### src/rtl/cnt_cmd_seq.sv
// Command sequencer for the up/down counter: expands LOAD/UP/DOWN/HOLD commands into counter controls.
// Latency: first control cycle follows the accept cycle; done pulses the cycle after the last active cycle.
// Backpressure: cmd_ready only in IDLE (and not in reset); optional macro CNT_SEQ_SAT_GUARD_EN stops runs at saturation.
module cnt_cmd_seq #(
  parameter int CNT_W = 8
) (
  input  logic             clk,
  input  logic             rst,
  input  logic             cmd_valid,
  output logic             cmd_ready,
  input  logic [1:0]       cmd_op,
  input  logic [CNT_W-1:0] cmd_arg,
  input  logic [CNT_W-1:0] data_out,
  output logic             ld_cnt_,
  output logic             updn_cnt,
  output logic             count_enb,
  output logic [CNT_W-1:0] data_in,
  output logic             done,
  output logic             sat_hit
);

  typedef enum logic [1:0] {
    S_IDLE = 2'b00,
    S_LOAD = 2'b01,
    S_RUN  = 2'b10,
    S_HOLD = 2'b11
  } state_t;

  localparam logic [1:0]       OP_LOAD = 2'b00;
  localparam logic [1:0]       OP_UP   = 2'b01;
  localparam logic [1:0]       OP_DOWN = 2'b10;
  localparam logic [1:0]       OP_HOLD = 2'b11;
  localparam logic [CNT_W-1:0] ONE     = {{(CNT_W-1){1'b0}}, 1'b1};

  state_t           state_q, state_d;
  logic [CNT_W-1:0] rem_q, rem_d;
  logic             updn_q, updn_d;
  logic [CNT_W-1:0] data_in_q, data_in_d;
  logic             done_q, done_d;
  logic             sat_q, sat_d;
  logic             accept;
  logic             guard;

`ifdef CNT_SEQ_SAT_GUARD_EN
  // Stop a run when the next enable would wrap the counter in the current direction.
  assign guard = (state_q == S_RUN) &&
                 (updn_q ? (data_out == {CNT_W{1'b1}}) : (data_out == {CNT_W{1'b0}}));
`else
  logic unused_data_out;
  assign unused_data_out = ^data_out;
  assign guard = 1'b0;
`endif

  assign cmd_ready = (state_q == S_IDLE) && !rst;
  assign accept    = cmd_valid && cmd_ready;

  assign ld_cnt_   = (state_q != S_LOAD);
  assign count_enb = (state_q == S_RUN) && !guard;
  assign updn_cnt  = updn_q;
  assign data_in   = data_in_q;
  assign done      = done_q;
  assign sat_hit   = sat_q;

  // Next-state and register updates for command expansion.
  always_comb begin
    state_d   = state_q;
    rem_d     = rem_q;
    updn_d    = updn_q;
    data_in_d = data_in_q;
    done_d    = 1'b0;
    sat_d     = 1'b0;
    case (state_q)
      S_IDLE: begin
        if (accept) begin
          case (cmd_op)
            OP_LOAD: begin
              data_in_d = cmd_arg;
              state_d   = S_LOAD;
            end
            OP_UP, OP_DOWN: begin
              if (cmd_arg == '0) begin
                done_d = 1'b1;
              end else begin
                rem_d   = cmd_arg;
                updn_d  = (cmd_op == OP_UP);
                state_d = S_RUN;
              end
            end
            OP_HOLD: begin
              if (cmd_arg == '0) begin
                done_d = 1'b1;
              end else begin
                rem_d   = cmd_arg;
                state_d = S_HOLD;
              end
            end
            default: state_d = S_IDLE;
          endcase
        end
      end
      S_LOAD: begin
        state_d = S_IDLE;
        done_d  = 1'b1;
      end
      S_RUN: begin
        if (guard) begin
          rem_d   = '0;
          state_d = S_IDLE;
          done_d  = 1'b1;
          sat_d   = 1'b1;
        end else begin
          rem_d = rem_q - ONE;
          if (rem_q == ONE) begin
            state_d = S_IDLE;
            done_d  = 1'b1;
          end
        end
      end
      S_HOLD: begin
        rem_d = rem_q - ONE;
        if (rem_q == ONE) begin
          state_d = S_IDLE;
          done_d  = 1'b1;
        end
      end
      default: state_d = S_IDLE;
    endcase
  end

  // State registers; reset aborts any command without a done pulse.
  always_ff @(posedge clk) begin
    if (rst) begin
      state_q   <= S_IDLE;
      rem_q     <= '0;
      updn_q    <= 1'b0;
      data_in_q <= '0;
      done_q    <= 1'b0;
      sat_q     <= 1'b0;
    end else begin
      state_q   <= state_d;
      rem_q     <= rem_d;
      updn_q    <= updn_d;
      data_in_q <= data_in_d;
      done_q    <= done_d;
      sat_q     <= sat_d;
    end
  end

endmodule

### config.mk
export PLATFORM = sky130hd
export DESIGN_NAME = cnt_cmd_seq
export DESIGN_NICKNAME = d
export VERILOG_FILES = /design/src/rtl/cnt_cmd_seq.sv
export SDC_FILE = /design/constraint.sdc
export NUM_CORES = 1
export LEC_CHECK = 0
export ABC_AREA = 1
export ABC_CLOCK_PERIOD_IN_PS = 1300
export CAP_MARGIN = 20
export CORE_AREA = 2 2 54 56
export DETAILED_ROUTE_END_ITERATION = 7
export DIE_AREA = 0 0 56 58
export GPL_ROUTABILITY_DRIVEN = 0
export GPL_TIMING_DRIVEN = 0
export PLACE_DENSITY = 0.83
export REMOVE_ABC_BUFFERS = 1
export SYNTH_ARGS = -nofsm -noshare
export SYNTH_HDL_FRONTEND = slang
export SYNTH_SLANG_ARGS = --single-unit
### constraint.sdc
create_clock -name clk -period 1.3 [get_ports clk]
set_input_delay 0.195 -clock clk [delete_from_list [all_inputs] [get_ports clk]]
set_output_delay 0.195 -clock clk [all_outputs]
set_load 0.01 [all_outputs]
# Word level (Yosys, flattened, before mapping)
# Index checks and enable logic that the tools add are counted.
[totals]
register_bits = 20
inputBits = 21
output_inout_bits = 14
wordCells = 50
[classes]
addsub = 1
n_eq_ne = 14
mux = 15
bitwise = 1
n_reduce_logical = 14
[ops]
columns = ["cell", "count"]
rows = [
  ["$mux 8", 3],
  ["$pmux 8 s2", 1],
  ["$pmux 2 s3", 2],
  ["$reduce_and 4->1", 3],
  ["$eq 2x2->1 const B", 4],
  ["$eq 8x1->1 const B", 1],
  ["$logic_not 8->1", 1],
  ["$mux 2", 4],
  ["$sub 8x1->8 const B", 1],
  ["$ne 2x2->1 const B", 3],
  ["$ne 3x3->1 const B", 2],
  ["$eq 2x1->1 const B", 2],
  ["$logic_not 2->1", 2],
  ["$mux 1", 4],
  ["$ne 2x1->1 const B", 2],
  ["$reduce_or 2->1", 2],
  ["$pmux 1 s3", 1],
  ["$reduce_and 3->1", 1],
  ["$reduce_or 3->1", 1],
  ["$logic_and 1x1->1", 2],
  ["$reduce_bool 2->1", 1],
  ["$logic_not 1->1", 1],
  ["$not 1->1", 1],
]

# Longest topological paths before layout
# Gate-level depths: netlist of run 1.
[depth]
word_depth = 5
mapped_depth = 11
depth_no_buf = 11

# Least setup slack after synthesis of run 1
# OpenSTA, ideal clock, no wires.
[synth_path]
kind = "reg-to-reg"
start = "register state_q[1]"
end = "register rem_q[6]"
setup_time_ns = 0.128
arrival_time_ns = 1.079
required_time_ns = 1.172
setup_slack_ns = 0.094
path_stages_with_launch = 10
path_buffers = 1
period_less_slack_ns = 1.206
cell_sequence = "dfxtp_1 -> buf_6 -> nor2_4 -> nand3_4 -> nor2_8 -> nand2_4 -> nand2_4 -> nor2_1 -> nor2_1 -> nor2_1"
[synth_via]
elab_chain_cells = 5
elab_cells_between_ends = 12
classes_between = "eq/ne: 5; mux: 1; reduce/logical: 6"
[synth_rtl]
columns = ["item", "line", "rtl"]
rows = [
  ["start, declared", "35", "state_t state_q, state_d;"],
  ["start signal, assigned", "140", "state_q <= state_d;"],
  ["$logic_not 2->1", "54, 72", ""],
  ["$logic_and 1x1->1", "54", "assign cmd_ready = (state_q == S_IDLE) && !rst;"],
  ["$logic_and 1x1->1", "55", "assign accept = cmd_valid && cmd_ready;"],
  ["$ne 2x2->1 (no source line)", "n/a", ""],
  ["$reduce_and 4->1 (no source line)", "n/a", ""],
  ["end signal, assigned", "141", "rem_q <= rem_d;"],
  ["end, declared", "36", "logic [CNT_W-1:0] rem_q, rem_d;"],
]
# Parallel ways exist; a longest one is shown, timed or not.
# A chain may end at the register's enable or synchronous reset.

# Worst setup path after layout of run 1
[layout_path]
start = "register state_q[1]"
end = "register rem_q[0]"
# Same word-level chain as after synthesis.

==> results of run 1 <==
[Yosys cell counts, drive strengths merged]
| library cell | count | area [sq um] |
|---|---|---|
| buf | 3 | 26.3 |
| conb | 1 | 3.75 |
| nand3b | 1 | 7.51 |
| inv | 24 | 92.6 |
| clkbuf | 2 | 7.51 |
| ha | 6 | 75.1 |
| nand4 | 2 | 27.5 |
| or2 | 1 | 6.26 |
| o22ai | 1 | 6.26 |
| a21oi | 14 | 70.1 |
| o21ai | 3 | 15.0 |
| nand2 | 50 | 205 |
| nor2 | 29 | 135 |
| nand3 | 25 | 138 |
| dfxtp | 20 | 400 |
[kinds of logic (layout without fill, tap and decap cells)]
group	Yosys count	count (layout)	synth area share
flops	20	20	0.329
fa+ha+maj	6	6	0.0617
compound gates	18	18	0.0751
buf+inv	29	64	0.104
other cells	1	1	0.00308
simple gates	108	108	0.427
[through the flow]
step | TNS [ns] | total power, uW
after floorplan | 0 | 1740
after global placement | -14.70 | 2030
after detailed placement | -15.26 | 2060
after CTS | -0.949 | 2770
after global routing | -1.90 | 3150
final | -0.625 | 2920
[flip-flops by register name, indices dropped and copies added (netlist names)]
register  count
data_in       8
done          1
rem_q         8
state_q       2
updn_cnt      1
[power breakdown]
part	switching [uW]	total (uW)	internal, uW
Combinational	883	1510	623
Clock	213	525	312
Sequential	121	889	767
[worst paths after layout]
path               from         end  slack (ns)  cells past startpoint
min reg2reg  data_in[4]  data_in[4]        0.47                      2
max          state_q[1]    rem_q[0]       -0.11                      8
max reg2reg  state_q[1]    rem_q[0]       -0.11                      8
min                 rst  state_q[1]        0.39                      2
[worst max-delay path, delay by kind of cell (launching register included)]
kind | cells | cell delay, ns
buffers and inverters | 2 | 0.27
AOI/OAI and AO/OA | 2 | 0.16
DFF | 1 | 0.37
and+or+nand+nor | 4 | 0.53
[routing by layer]
metal  track usage  vias to the layer above  routed length, microns
li1              -                      647                       -
met5             0                        -                       0
met3        0.0246                        7                     140
met4        0.0918                        0                      48
met1         0.237                      587                    1360
met2         0.338                       45                    1540
[what timing repair did]
action	in CTS	in global routing
setup buffers	8	2
endpoints found under the setup margin	33	22
gates resized for setup	49	23
gates cloned	1	0
pin swaps	8	5
hold buffers	0	0
[area by class of cell]
cell class / instances / area [sq um] / area share
Inverter: 24 / 109 / 0.0631
Clock buffer: 3 / 22.5 / 0.0131
Clock inverter: 1 / 30.0 / 0.0174
Sequential cell: 20 / 405 / 0.235
Timing Repair inverter: 1 / 6.26 / 0.00363
Tap cell: 31 / 38.8 / 0.0225
Timing Repair Buffer: 35 / 313 / 0.181
Multi-Input combinational cell: 133 / 801 / 0.464
==> key figures, run 1 <==
Status
  • Status: complete, but fails checks
  • Violated checks: setup timing

Drt
  • Via count: 1286
  • WL/cell: 12.5 microns
  • Routed Wire Length: 3090 microns
  • Pre-antenna DRT Iters: 4
  • Remaining antenna violation count after routing: 0
  • Initial DRC count: 36
  • Drt drc: 0
  • Vias per inst: 5.19

GRT
  • Grt ovf: 0
  • GRT Overall Usage: 0.193
  • Largest net degree at the start of global routing: 17
  • First-pass GRT wire length: 5000 microns
  • Vias in the first global route: 1182
  • Antenna violations before repair: 0

Cells and area
  • Ratio of cells with drive above 1 in the final layout: 0.290
  • Most frequent cells in the layout: nand2_1, nand3_1, nor2_1, dfxtp_1, inv_1
  • Commonest non-fill, non-tap cell in the layout: nand2_1
  • Final nets: 245
  • Area Growth Syn to Fin: 41.9%
  • Core Util, Final: 0.648
  • Finished Layout Cells: 248
  • Fillers: 224
  • Post-route cell area: 1730 sq um
  • Ant. Diodes: 0

Floorplanning
  • Floorplan die width: 56 microns
  • Initial Util: 0.457
  • I/O pins: 35
  • Core footprint: 2660 sq um
  • Row count: 19
  • Full die area: 3250 sq um
  • Die Ht: 58 microns

STA
  • Final Cycle Share: 1.09
  • Fin. Hold Viols: 0
  • Worst Skew: 0.00679 ns
  • Slew Limit Fails: 0
  • Max Clock Freq: 709 MHz
  • Final setup margin: -0.111 ns
  • WHS: 0.395 ns
  • Endpoints failing setup: 14
  • RSZ-0062 raised after global routing: yes
  • Tmin final: 1.41 ns

Clock tree
  • CTS Sinks: 20
  • Worst-Skew Late Latency: 0.32 ns
  • CTS max path bufs: 2
  • TritonCTS clock tree: yes
  • CTS clk-pin slew, worst paths: 0.12 ns
  • Root buf cell: clkbuf_4
  • Total CTS buffers: 3
  • Htree depth: 1

Place
  • Dpl cells: 233
  • HPWL after detailed placement: 1960 microns
  • Dpl cell area: 1470 sq um
  • Number of buffers added on ports: 25
  • Post-place setup slack: -0.784 ns

Worst setup path
  • Crit Path Max Fanout: 6
  • Worst path arrival time: 1.64 ns
  • Crit end category: flop
  • Crit-path max cell delay: 0.37 ns
  • Critical path class: flop to flop
  • Crit-path cells: buf_6 -> nor2_4 -> nand3_4 -> nor2_8 -> nand2_4 -> buf_4 -> o21ai_2 -> a21oi_2
  • Slowest CP cell: dfxtp_4
  • Critical Path Source Type: flop
  • Worst EP required: 1.53 ns

Power
  • LEAKAGE: 0.000815 uW
  • VDD IR max: 1.33 mV
  • Power Density: 1690 nW/um^2

Worst hold path
  • HP Class: primary input to flop

Yosys
  • Mapped Area: 1220 sq um
  • Yosys warns: 0
  • Syn Area/Cell: 6.68 sq um
  • Seq/Total Area, Yosys: 0.329
  • FF+latch count, synth: 20
  • Post-synth cell types: 26
  • Mapped Cells: 182

Run
  • Max Cap Viol: 0
No activity file was read; power rests on OpenSTA's default activity.
==> run 2, diff against run 1 <==
- CELL_PAD_IN_SITES_DETAIL_PLACEMENT: default -> 1
- CELL_PAD_IN_SITES_GLOBAL_PLACEMENT: default -> 1
- CORE_AREA: 2 2 54 56 -> 2 2 47 93
- DIE_AREA: 0 0 56 58 -> 0 0 49 95
- PLACE_DENSITY: 0.83 -> 0.8
==> run 2 against run 1 <==
Compared with the run above:
- the flow still finishes with violations (setup timing)
- first-iteration DRC count decreased by 67%
- via count increased by 8.0%
- total power increased by 14%
- sequential cell count unchanged
- critical path depth increased by 1
==> key figures, run 2 (synthesis gave the netlist of run 1 again) <==
Status
  • Status: complete, but fails checks
  • Violated checks: setup timing

Power
  • Logic pwr share: 0.529 (+0.013)
  • Sw frac: 0.420 (+0.00350)
  • LEAKAGE: 0.000920 uW (+13%)
  • Share of power burned in the clock network: 0.198 (+0.018)
  • Flop pwr share: 0.273 (-0.031)
  • VDD IR max: 1.19 mV (-11%)
  • Power Density: 1730 nW/um^2 (+2.5%)
  • Sw Pwr: 1390 uW (+15%)
  • P_int: 1920 uW (+13%)

GRT
  • GRT Max-Usage Layer: met2
  • Met1 Track Usage GR: 0.185 (-0.0519)
  • Vias in the first global route: 1482 (+25%)
  • Grt ovf: 0 (unchanged)
  • GRT Overall Usage: 0.188 (-0.00500)
  • Met2 Resource Use GR: 0.376 (+0.0378)
  • Antenna violations before repair: 0 (unchanged)
  • First-pass GRT wire length: 6750 microns (+35%)
  • Largest net degree at the start of global routing: 17 (unchanged)
  • Met3 usage: 0.0285 (+0.00393)

Worst setup path
  • Top Family by Delay on Critical Path: simple AND/OR/NAND/NOR gates
  • Critical Path Source Type: flop
  • Most used cell along the critical path: nor2_1
  • Crit-path cells: buf_8 -> nor2_4 -> nand3_4 -> nor2_8 -> buf_6 -> nand3b_1 -> nand2_1 -> nor2_1 -> nor2_1
  • Crit end category: flop
  • Critical path class: flop to flop
  • R2R setup slack: -0.11 ns (about the same)
  • Slowest CP cell: dfxtp_4
  • Worst setup endpoint: rem_q[5]
  • R2r startpoint: state_q[1]
  • Critical path depth: 9 (+1)
  • Worst EP required: 1.50 ns (-0.03 ns)
  • Worst path arrival time: 1.61 ns (-0.03 ns)
  • Reg-to-Reg End: rem_q[5]
  • CP Launch Point: state_q[1]
  • Crit path buf inv count: 2 (unchanged)
  • Crit Path Max Fanout: 3 (-3)
  • Crit-path max cell delay: 0.36 ns (about the same)
  • Worst Reg-to-Reg Cells: 9 (+1)

Drt
  • Drt drc: 0 (unchanged)
  • Via count: 1389 (+8.0%)
  • Vias per inst: 5.01 (-3.3%)
  • Remaining antenna violation count after routing: 0 (unchanged)
  • Routed Wire Length: 4430 microns (+43%)
  • Pre-antenna DRT Iters: 4 (unchanged)
  • Initial DRC count: 12 (-67%)
  • WL/cell: 16.0 microns (+28%)

STA
  • Worst Skew: 0.00684 ns (+0.0000516 ns)
  • Final setup margin: -0.107 ns (+0.00460 ns)
  • WHS: 0.288 ns (-0.106 ns)
  • Slew @ Worst Pin: 0.634 ns
  • RSZ-0062 raised after global routing: yes
  • Endpoints failing setup: 20 (+6)
  • Tmin final: 1.41 ns (-0.00460 ns)
  • Max Clock Freq: 711 MHz (+0.33%)
  • Fin. Hold Viols: 0 (unchanged)
  • Slew Limit Fails: 0 (unchanged)
  • Slew margin rel.: 0.577
  • Final Cycle Share: 1.08 (-0.00354)

Place
  • Dpl cell area: 1500 sq um (+1.8%)
  • Number of buffers added on ports: 25 (unchanged)
  • HPWL after detailed placement: 2680 microns (+37%)

Clock tree
  • TritonCTS clock tree: yes
  • CTS clk-pin slew, worst paths: 0.09 ns (-0.03 ns)
  • CTS Sinks: 20 (unchanged)
  • Root buf cell: clkbuf_8
  • CTS max path bufs: 2 (unchanged)
  • Htree depth: 1 (unchanged)
  • Total CTS buffers: 3 (unchanged)
  • Worst-Skew Late Latency: 0.27 ns (-0.05 ns)

Cells and area
  • Area Growth Syn to Fin: 57.2%
  • Post-route cell area: 1910 sq um (+11%)
  • Most frequent cells in the layout: nand2_1, dfxtp_1, nor2_1
  • Commonest non-fill, non-tap cell in the layout: nand2_1
  • Ant. Diodes: 0 (unchanged)
  • Final nets: 253 (+3.3%)
  • Ratio of cells with drive above 1 in the final layout: 0.329 (+0.0386)

Floorplanning
  • Floorplan die width: 49 microns (-13%)
  • Initial Util: 0.304 (-0.153)
  • I/O pins: 35 (unchanged)
  • Core footprint: 4010 sq um (+50%)
  • Row count: 33 (+14)
  • Full die area: 4660 sq um (+43%)
  • Die Ht: 95 microns (+64%)

Run
  • Max Cap Viol: 0 (unchanged)

Worst hold path
  • HP Class: primary input to flop
run 2: changes by cell type in the layout (fill, tap and decap cells not counted), moves of 3 or more:
cell,delta
clkdlybuf4s50_1,-8
nand3_2,+7
clkbuf_8,+3
dlymetal6s2s_1,+6
buf_6,+3
nand2_1,+6
nand2_2,-6
nand3_1,-7
clkbuf_4,-3
buf_4,+4
nor2_4,+4
run 2: repair_timing:
action / in CTS / in global routing
pin swaps: 9 / 19
hold endpoints to repair: 0 / 0
buffers inserted: 15 / 4
hold buffers: 0 / 0
endpoints found under the setup margin: 33 / 23
gates resized for setup: 53 / 42
run 2: stage by stage:
step | std cells | power [uW] | setup slack (ns) | TNS, ns | util
6_report | 277 | 3320 | -0.107 | -0.778 | 0.477
5_1_grt | 277 | 3540 | -0.191 | -2.32 | 0.477
4_1_cts | 273 | 3130 | -0.0769 | -0.856 | 0.436
3_5_place_dp | 254 | 2160 | -0.850 | -16.75 | 0.374
3_3_place_gp | 254 | 2060 | -0.781 | -15.81 | 0.374
2_1_floorplan | 177 | 1740 | 0.0877 | 0 | -
run 2: power groups by stage:
stage	Sequential (uW)	Clock, uW	Combinational, uW
after detailed placement	913	0	1250
after global placement	899	0	1170
after global routing	931	690	1920
final	906	655	1750
after CTS	893	663	1580
after floorplan	886	0	851
run 2: layout make-up:
| type | instances | area, sq um |
|---|---|---|
| well taps | 52 | 65.1 |
| multi-input cells | 133 | 838 |
| fillers | 507 | 2090 |
| clock buffers | 3 | 41.3 |
| repair buffers | 44 | 420 |
| clock inverters | 1 | 30.0 |
| inverters | 24 | 109 |
| flip-flops and latches | 20 | 408 |
run 2: worst min path at each step:
stage | startpoint | endpoint | slack [ns] | depth (start not counted)
floorplan | rst | data_in[0] | 0.26 | 1
global placement | data_in[0] | data_in[0] | 0.45 | 2
detailed placement | data_in[5] | data_in[5] | 0.46 | 2
CTS | cmd_arg[5] | data_in[5] | 0.39 | 3
global route | cmd_arg[4] | data_in[4] | 0.29 | 3
finish | cmd_arg[4] | data_in[4] | 0.29 | 3
run 2: per-layer routing:
layer	share of wire	routed length [microns]
met5	0	0
met4	0.035	153
met3	0.026	113
met2	0.56	2490
met1	0.38	1670
run 2: tightest hold or removal path: cells and delay by family:
family / cells / cell delay, ns
compound gates: 1 / 0.05
buf+inv: 1 / 0.18
simple gates: 1 / 0.09
